<file path="config.mk">
export PLATFORM = sky130hd
export DESIGN_NAME = mult_radix4_iter_flat
export DESIGN_NICKNAME = d
export VERILOG_FILES = /design/src/rtl/mult_radix4_iter_if.sv /design/src/rtl/mult_radix4_iter.sv /design/src/flat_wrapper.sv
export SDC_FILE = /design/constraint.sdc
export NUM_CORES = 1
export LEC_CHECK = 0
export BUFFER_PORTS_ARGS = -buffer_cell sky130_fd_sc_hd__buf_2
export CORE_MARGIN = 8
export CORE_UTILIZATION = 63
export DETAILED_ROUTE_END_ITERATION = 7
export PLACE_DENSITY = 0.8
export SLEW_MARGIN = 20
export SYNTH_ARGS = -nofsm -noshare
export SYNTH_HDL_FRONTEND = slang
export SYNTH_SLANG_ARGS = --single-unit
</file>
<file path="constraint.sdc">
create_clock -name clk -period 7.2 [get_ports clk]
set_clock_uncertainty 0.2 [all_clocks]
set_input_delay 0.36 -clock clk [delete_from_list [all_inputs] [get_ports clk]]
set_output_delay 0.36 -clock clk [all_outputs]
set_load 0.02 [all_outputs]
</file>
<file path="src/rtl/mult_radix4_iter_if.sv">
// Handshake/operand bundle for the iterative radix-4 multiplier.
// master = issue logic side, slave = multiplier side.
interface mult_radix4_iter_if #(
    parameter int WIDTH = 32
);
    logic                 mult_begin;
    logic                 mult_signed;
    logic [WIDTH-1:0]     mult_op1;
    logic [WIDTH-1:0]     mult_op2;
    logic [2*WIDTH-1:0]   product;
    logic                 mult_end;
    logic                 mult_busy;

    modport master (
        output mult_begin, mult_signed, mult_op1, mult_op2,
        input  product, mult_end, mult_busy
    );

    modport slave (
        input  mult_begin, mult_signed, mult_op1, mult_op2,
        output product, mult_end, mult_busy
    );
endinterface

</file>
<file path="src/rtl/mult_radix4_iter.sv">
// Iterative radix-4 WIDTHxWIDTH multiplier (signed/unsigned), IDLE->CALC->DONE FSM.
// Optional MULT_EARLY_TERM_EN: leave CALC as soon as the remaining multiplier bits are zero.
module mult_radix4_iter #(
    parameter int WIDTH = 32
) (
    input  logic              clk,
    input  logic              resetn,
    mult_radix4_iter_if.slave bus
);
    localparam int PW    = 2 * WIDTH;
    localparam int STEPS = WIDTH / 2;
    localparam int CW    = $clog2(STEPS) + 1;

    if ((WIDTH < 4) || (WIDTH % 2 != 0)) begin : g_width_check
        $error("mult_radix4_iter: WIDTH must be even and >= 4");
    end

    typedef enum logic [1:0] {
        IDLE = 2'd0,
        CALC = 2'd1,
        DONE = 2'd2
    } state_t;

    state_t           state;
    state_t           state_nxt;
    logic [PW-1:0]    mcand;
    logic [PW-1:0]    acc;
    logic [PW-1:0]    pp;
    logic [PW-1:0]    acc_nxt;
    logic [PW-1:0]    prod_r;
    logic [WIDTH-1:0] mplier;
    logic [WIDTH-1:0] abs1;
    logic [WIDTH-1:0] abs2;
    logic [CW-1:0]    count;
    logic             neg;
    logic             last;

    // Magnitudes in signed mode; the most negative value wraps to 2^(WIDTH-1) unsigned.
    assign abs1 = (bus.mult_signed && bus.mult_op1[WIDTH-1]) ? -bus.mult_op1 : bus.mult_op1;
    assign abs2 = (bus.mult_signed && bus.mult_op2[WIDTH-1]) ? -bus.mult_op2 : bus.mult_op2;

    always_comb begin
        pp = '0;
        unique case (mplier[1:0])
            2'b00:   pp = '0;
            2'b01:   pp = mcand;
            2'b10:   pp = mcand << 1;
            default: pp = mcand + (mcand << 1);
        endcase
        acc_nxt = acc + pp;
    end

`ifdef MULT_EARLY_TERM_EN
    assign last = (count == CW'(STEPS - 1)) || ((mplier >> 2) == '0);
`else
    assign last = (count == CW'(STEPS - 1));
`endif

    always_ff @(posedge clk or negedge resetn) begin
        if (!resetn) state <= IDLE;
        else         state <= state_nxt;
    end

    always_comb begin
        state_nxt = state;
        unique case (state)
            IDLE:    if (bus.mult_begin) state_nxt = CALC;
            CALC:    if (last) state_nxt = DONE;
            DONE:    state_nxt = IDLE;
            default: state_nxt = IDLE;
        endcase
    end

    always_ff @(posedge clk or negedge resetn) begin
        if (!resetn) begin
            mcand  <= '0;
            mplier <= '0;
            acc    <= '0;
            count  <= '0;
            neg    <= 1'b0;
            prod_r <= '0;
        end else begin
            unique case (state)
                IDLE: begin
                    if (bus.mult_begin) begin
                        mcand  <= {{WIDTH{1'b0}}, abs1};
                        mplier <= abs2;
                        acc    <= '0;
                        count  <= '0;
                        neg    <= bus.mult_signed & (bus.mult_op1[WIDTH-1] ^ bus.mult_op2[WIDTH-1]);
                    end
                end
                CALC: begin
                    acc    <= acc_nxt;
                    mcand  <= mcand << 2;
                    mplier <= mplier >> 2;
                    count  <= count + CW'(1);
                    if (last) prod_r <= neg ? -acc_nxt : acc_nxt;
                end
                default: ;
            endcase
        end
    end

    assign bus.product   = prod_r;
    assign bus.mult_end  = (state == DONE);
    assign bus.mult_busy = (state != IDLE);
endmodule

</file>
<file path="src/flat_wrapper.sv">
// flat-port wrapper written by rule: the top's interface ports become plain ports
module mult_radix4_iter_flat 
#(
    parameter int WIDTH = 32
)
  (clk, resetn, bus_mult_begin, bus_mult_signed, bus_mult_op1, bus_mult_op2, bus_product, bus_mult_end, bus_mult_busy);
  mult_radix4_iter_if #(.WIDTH(WIDTH)) bus_i ();
  input  logic clk;
  input  logic resetn;
  input wire logic [$bits(bus_i.mult_begin)-1:0] bus_mult_begin;
  input wire logic [$bits(bus_i.mult_signed)-1:0] bus_mult_signed;
  input wire logic [$bits(bus_i.mult_op1)-1:0] bus_mult_op1;
  input wire logic [$bits(bus_i.mult_op2)-1:0] bus_mult_op2;
  output wire logic [$bits(bus_i.product)-1:0] bus_product;
  output wire logic [$bits(bus_i.mult_end)-1:0] bus_mult_end;
  output wire logic [$bits(bus_i.mult_busy)-1:0] bus_mult_busy;
  assign bus_i.mult_begin = bus_mult_begin;
  assign bus_i.mult_signed = bus_mult_signed;
  assign bus_i.mult_op1 = bus_mult_op1;
  assign bus_i.mult_op2 = bus_mult_op2;
  assign bus_product = bus_i.product;
  assign bus_mult_end = bus_i.mult_end;
  assign bus_mult_busy = bus_i.mult_busy;
  mult_radix4_iter #(.WIDTH(WIDTH)) u_core (.clk(clk), .resetn(resetn), .bus(bus_i));
endmodule
</file>
==> impl_metrics.json <==
{
  "place_inst": 3232,
  "critPathLaunchType": "flip-flop",
  "die_area_um2": 40400,
  "track_usage": 0.338,
  "min_period_ns": 6.96,
  "antenna_found_initial": 0,
  "die_x_um": 201,
  "timing.final.ws_setup_ns": 0.236,
  "die_h_um": 201,
  "numPortBuffers": 133,
  "drt_pass1_iterations": 6,
  "antenna_left": 0,
  "cp.arrival_ns": 7.26,
  "grtUsageMet1": 0.471,
  "grt_pass1_vias": 21200,
  "r2r_setup_slack_ns": 0.24,
  "setup_violations": 0,
  "design.core.area_um2": 33600,
  "cts_max_level": 1,
  "synth_fp_nets": 2905,
  "post-route-util": 0.743,
  "async_flop_share": 1.00,
  "antenna_cells": 0,
  "outcome": "finished clean",
  "path_class": "flip-flop to flip-flop",
  "synth_enable_flop_cells": 0,
  "syn_area_um2": 21600,
  "fin_crit_sh": 0.967,
  "rows": 67,
  "start_util": 0.641,
  "grt_use_met2": 0.523,
  "ys_seq_elements": 232,
  "grt_overflow": 0,
  "drive_gt1_frac": 0.165,
  "io_pins": 134,
  "insertion_delay_ns": 0.57,
  "hold_path_class": "input port to flip-flop",
  "final_nets": 3090,
  "fin_tns_setup_ns": 0,
  "syn-instance-count": 2698,
  "yosysSeqAreaShare": 0.269,
  "root_buffer": "clkbuf_16",
  "synth_cell_type_count": 109,
  "vias": 22400,
  "drv_slew": 0,
  "crit_required_ns": 7.50,
  "fin_cells": 3349,
  "avgSynthCellArea_um2": 7.99,
  "max_freq_ghz": 0.144,
  "top_usage_layer": "met2",
  "critPathCaptureType": "flip-flop",
  "drtIter0Drc": 2382,
  "post_drt_wl_per_cell_um": 21.5,
  "clkSinkCount": 232,
  "grt_max_degree": 151,
  "hold_viol": 0,
  "cts_max_path_buffers": 3,
  "synthFlopType": "dfrtp_1",
  "grt_pass1_wl_um": 113000,
  "cts_buffers": 26,
  "vias_per_cell": 6.69,
  "critPathMaxFanout": 6,
  "grt_use_met3": 0.0762,
  "dpl.hpwl_um": 51500,
  "tightestPinTransition_ns": 0.976,
  "cap_violations": 0,
  "area_growth_pct": 15.9,
  "clkSlewWorstSetupHoldPaths_ns": 0.07,
  "pre_cts_slack_ns": -0.123,
  "yosysWarningCount": 0,
  "slew-limit-headroom": 0.349,
  "drc": 0,
  "place.gp.congestion": 1.00,
  "cts_tree": "built",
  "drt_wl_total_um": 72100
}
## what timing repair did
item	CTS	global route
setup buffers	1	6
resized for setup	8	67
hold endpoints to repair	144	0
pin swaps	1	12
endpoints found under the setup margin	18	33
hold buffers	64	0
## cells by family (layout without fill, tap and decap cells)
group	after synthesis	count (layout)	share of synthesized area
AND/OR/NAND/NOR	875	875	0.198
AO/OA/AOI/OAI	973	973	0.295
flip-flops	232	232	0.269
adder cells (fa/ha/maj)	139	139	0.0814
XOR/XNOR	223	223	0.0920
buffers and inverters	201	404	0.0370
multiplexers	55	55	0.0281
## cells in the mapped netlist (17+ instances only)
| master | number | area, um2 |
|---|---|---|
| and2_1 | 22 | 138 |
| nor2_1 | 144 | 541 |
| o21ai_1 | 36 | 180 |
| or2_2 | 22 | 138 |
| or3_1 | 17 | 106 |
| nor4_1 | 18 | 113 |
| a31oi_1 | 20 | 125 |
| o21bai_1 | 21 | 158 |
| nor3_1 | 38 | 190 |
| nand4_1 | 46 | 288 |
| o31ai_1 | 33 | 248 |
| o21ai_0 | 307 | 1540 |
| buf_2 | 22 | 110 |
| nand2b_1 | 18 | 113 |
| nand3_1 | 81 | 405 |
| dfrtp_1 | 232 | 5810 |
| nand2_1 | 374 | 1400 |
| mux2_2 | 45 | 507 |
| a22oi_1 | 71 | 533 |
| a21oi_1 | 198 | 991 |
| and3_1 | 19 | 119 |
| a22o_1 | 62 | 543 |
| ha_1 | 137 | 1710 |
| nor2b_1 | 18 | 113 |
| a21o_1 | 63 | 473 |
| inv_1 | 44 | 165 |
| o21a_1 | 20 | 150 |
| clkbuf_1 | 118 | 443 |
| xnor2_1 | 126 | 1100 |
| xor2_1 | 93 | 815 |
## worst max-delay path, cell delays in order (launching register included)
cell      delay, ns
dfrtp_1        0.48
ha_1           0.41
a21o_1         0.20
a21o_1         0.19
a221oi_1       0.36
o31ai_1        0.13
o221a_2        0.24
a211o_1        0.31
a31oi_2        0.27
o21a_1         0.18
o31ai_1        0.09
buf_4          0.17
xnor2_1        0.11
o21ai_0        0.45
ha_1           0.43
a21oi_1        0.26
o221a_2        0.25
o21ai_2        0.09
a211oi_4       0.32
nor2_1         0.13
a31oi_1        0.25
o21ai_1        0.17
xor2_1         0.21
or4_1          0.47
a2111o_1       0.43
nand3_1        0.08
## state kept, by name, indices dropped and copies added, names as in the netlist
name / flops
u_core.acc: 64
u_core.mplier: 32
u_core.mcand: 64
u_core.bus.product: 64
u_core.state: 2
u_core.count: 5
u_core.neg: 1
## cell type report
cell class / instances / area (um2)
clock buffer: 34 / 721
timing repair buffer: 313 / 2200
sequential: 232 / 5810
multi-input combinational: 2265 / 15300
fill: 2458 / 8630
inverter: 45 / 169
tap: 448 / 561
clock inverter: 12 / 238
## cell usage in the layout (no fill, tap or decap), types with 22 or more instances in the layout
master	netlist	final
a21o_1	63	63
mux2_2	45	45
nand2_1	374	371
a22o_1	62	62
nor3_1	38	35
ha_1	137	129
o31ai_1	33	29
xor2_1	93	92
buf_4	0	115
buf_2	22	132
nand3_1	81	81
dfrtp_1	232	230
a22oi_1	71	71
nor2_1	144	141
dlygate4sd3_1	0	64
inv_1	44	44
clkbuf_16	0	26
nand4_1	46	46
o21ai_0	307	295
a21oi_1	198	188
or2_2	22	22
o21ai_1	36	45
xnor2_1	126	126
## path summary, 6_finish.rpt
check	from	end	depth (start not counted)
setup / recovery	u_core.mcand[18]	u_core.bus.product[63]	25
hold / removal	bus_mult_op2[26]	u_core.mplier[26]	4
max in group asynchronous	resetn	u_core.mplier[1]	3
min in group asynchronous	resetn	u_core.bus.product[14]	2
hold reg to reg	u_core.bus.product[30]	u_core.bus.product[30]	2
setup reg to reg	u_core.mcand[18]	u_core.bus.product[63]	25
## metrics by stage
step	hold WS, ns	area [um2]
5_1_grt	0.0872	25000
3_5_place_dp	0.190	23000
4_1_cts	0.0275	24700
3_3_place_gp	0.183	23000
2_1_floorplan	-0.136	21600
6_report	0.0626	25000
## metal layers
metal  up-vias  share of wire
li1      10300              -
met1     10700           0.43
met2      1205           0.44
met3       146           0.11
met4         0          0.026
met5         -              0
Power is not shown: default switching activity piles up to over one toggle a cycle in this logic, so the estimate is an artifact.
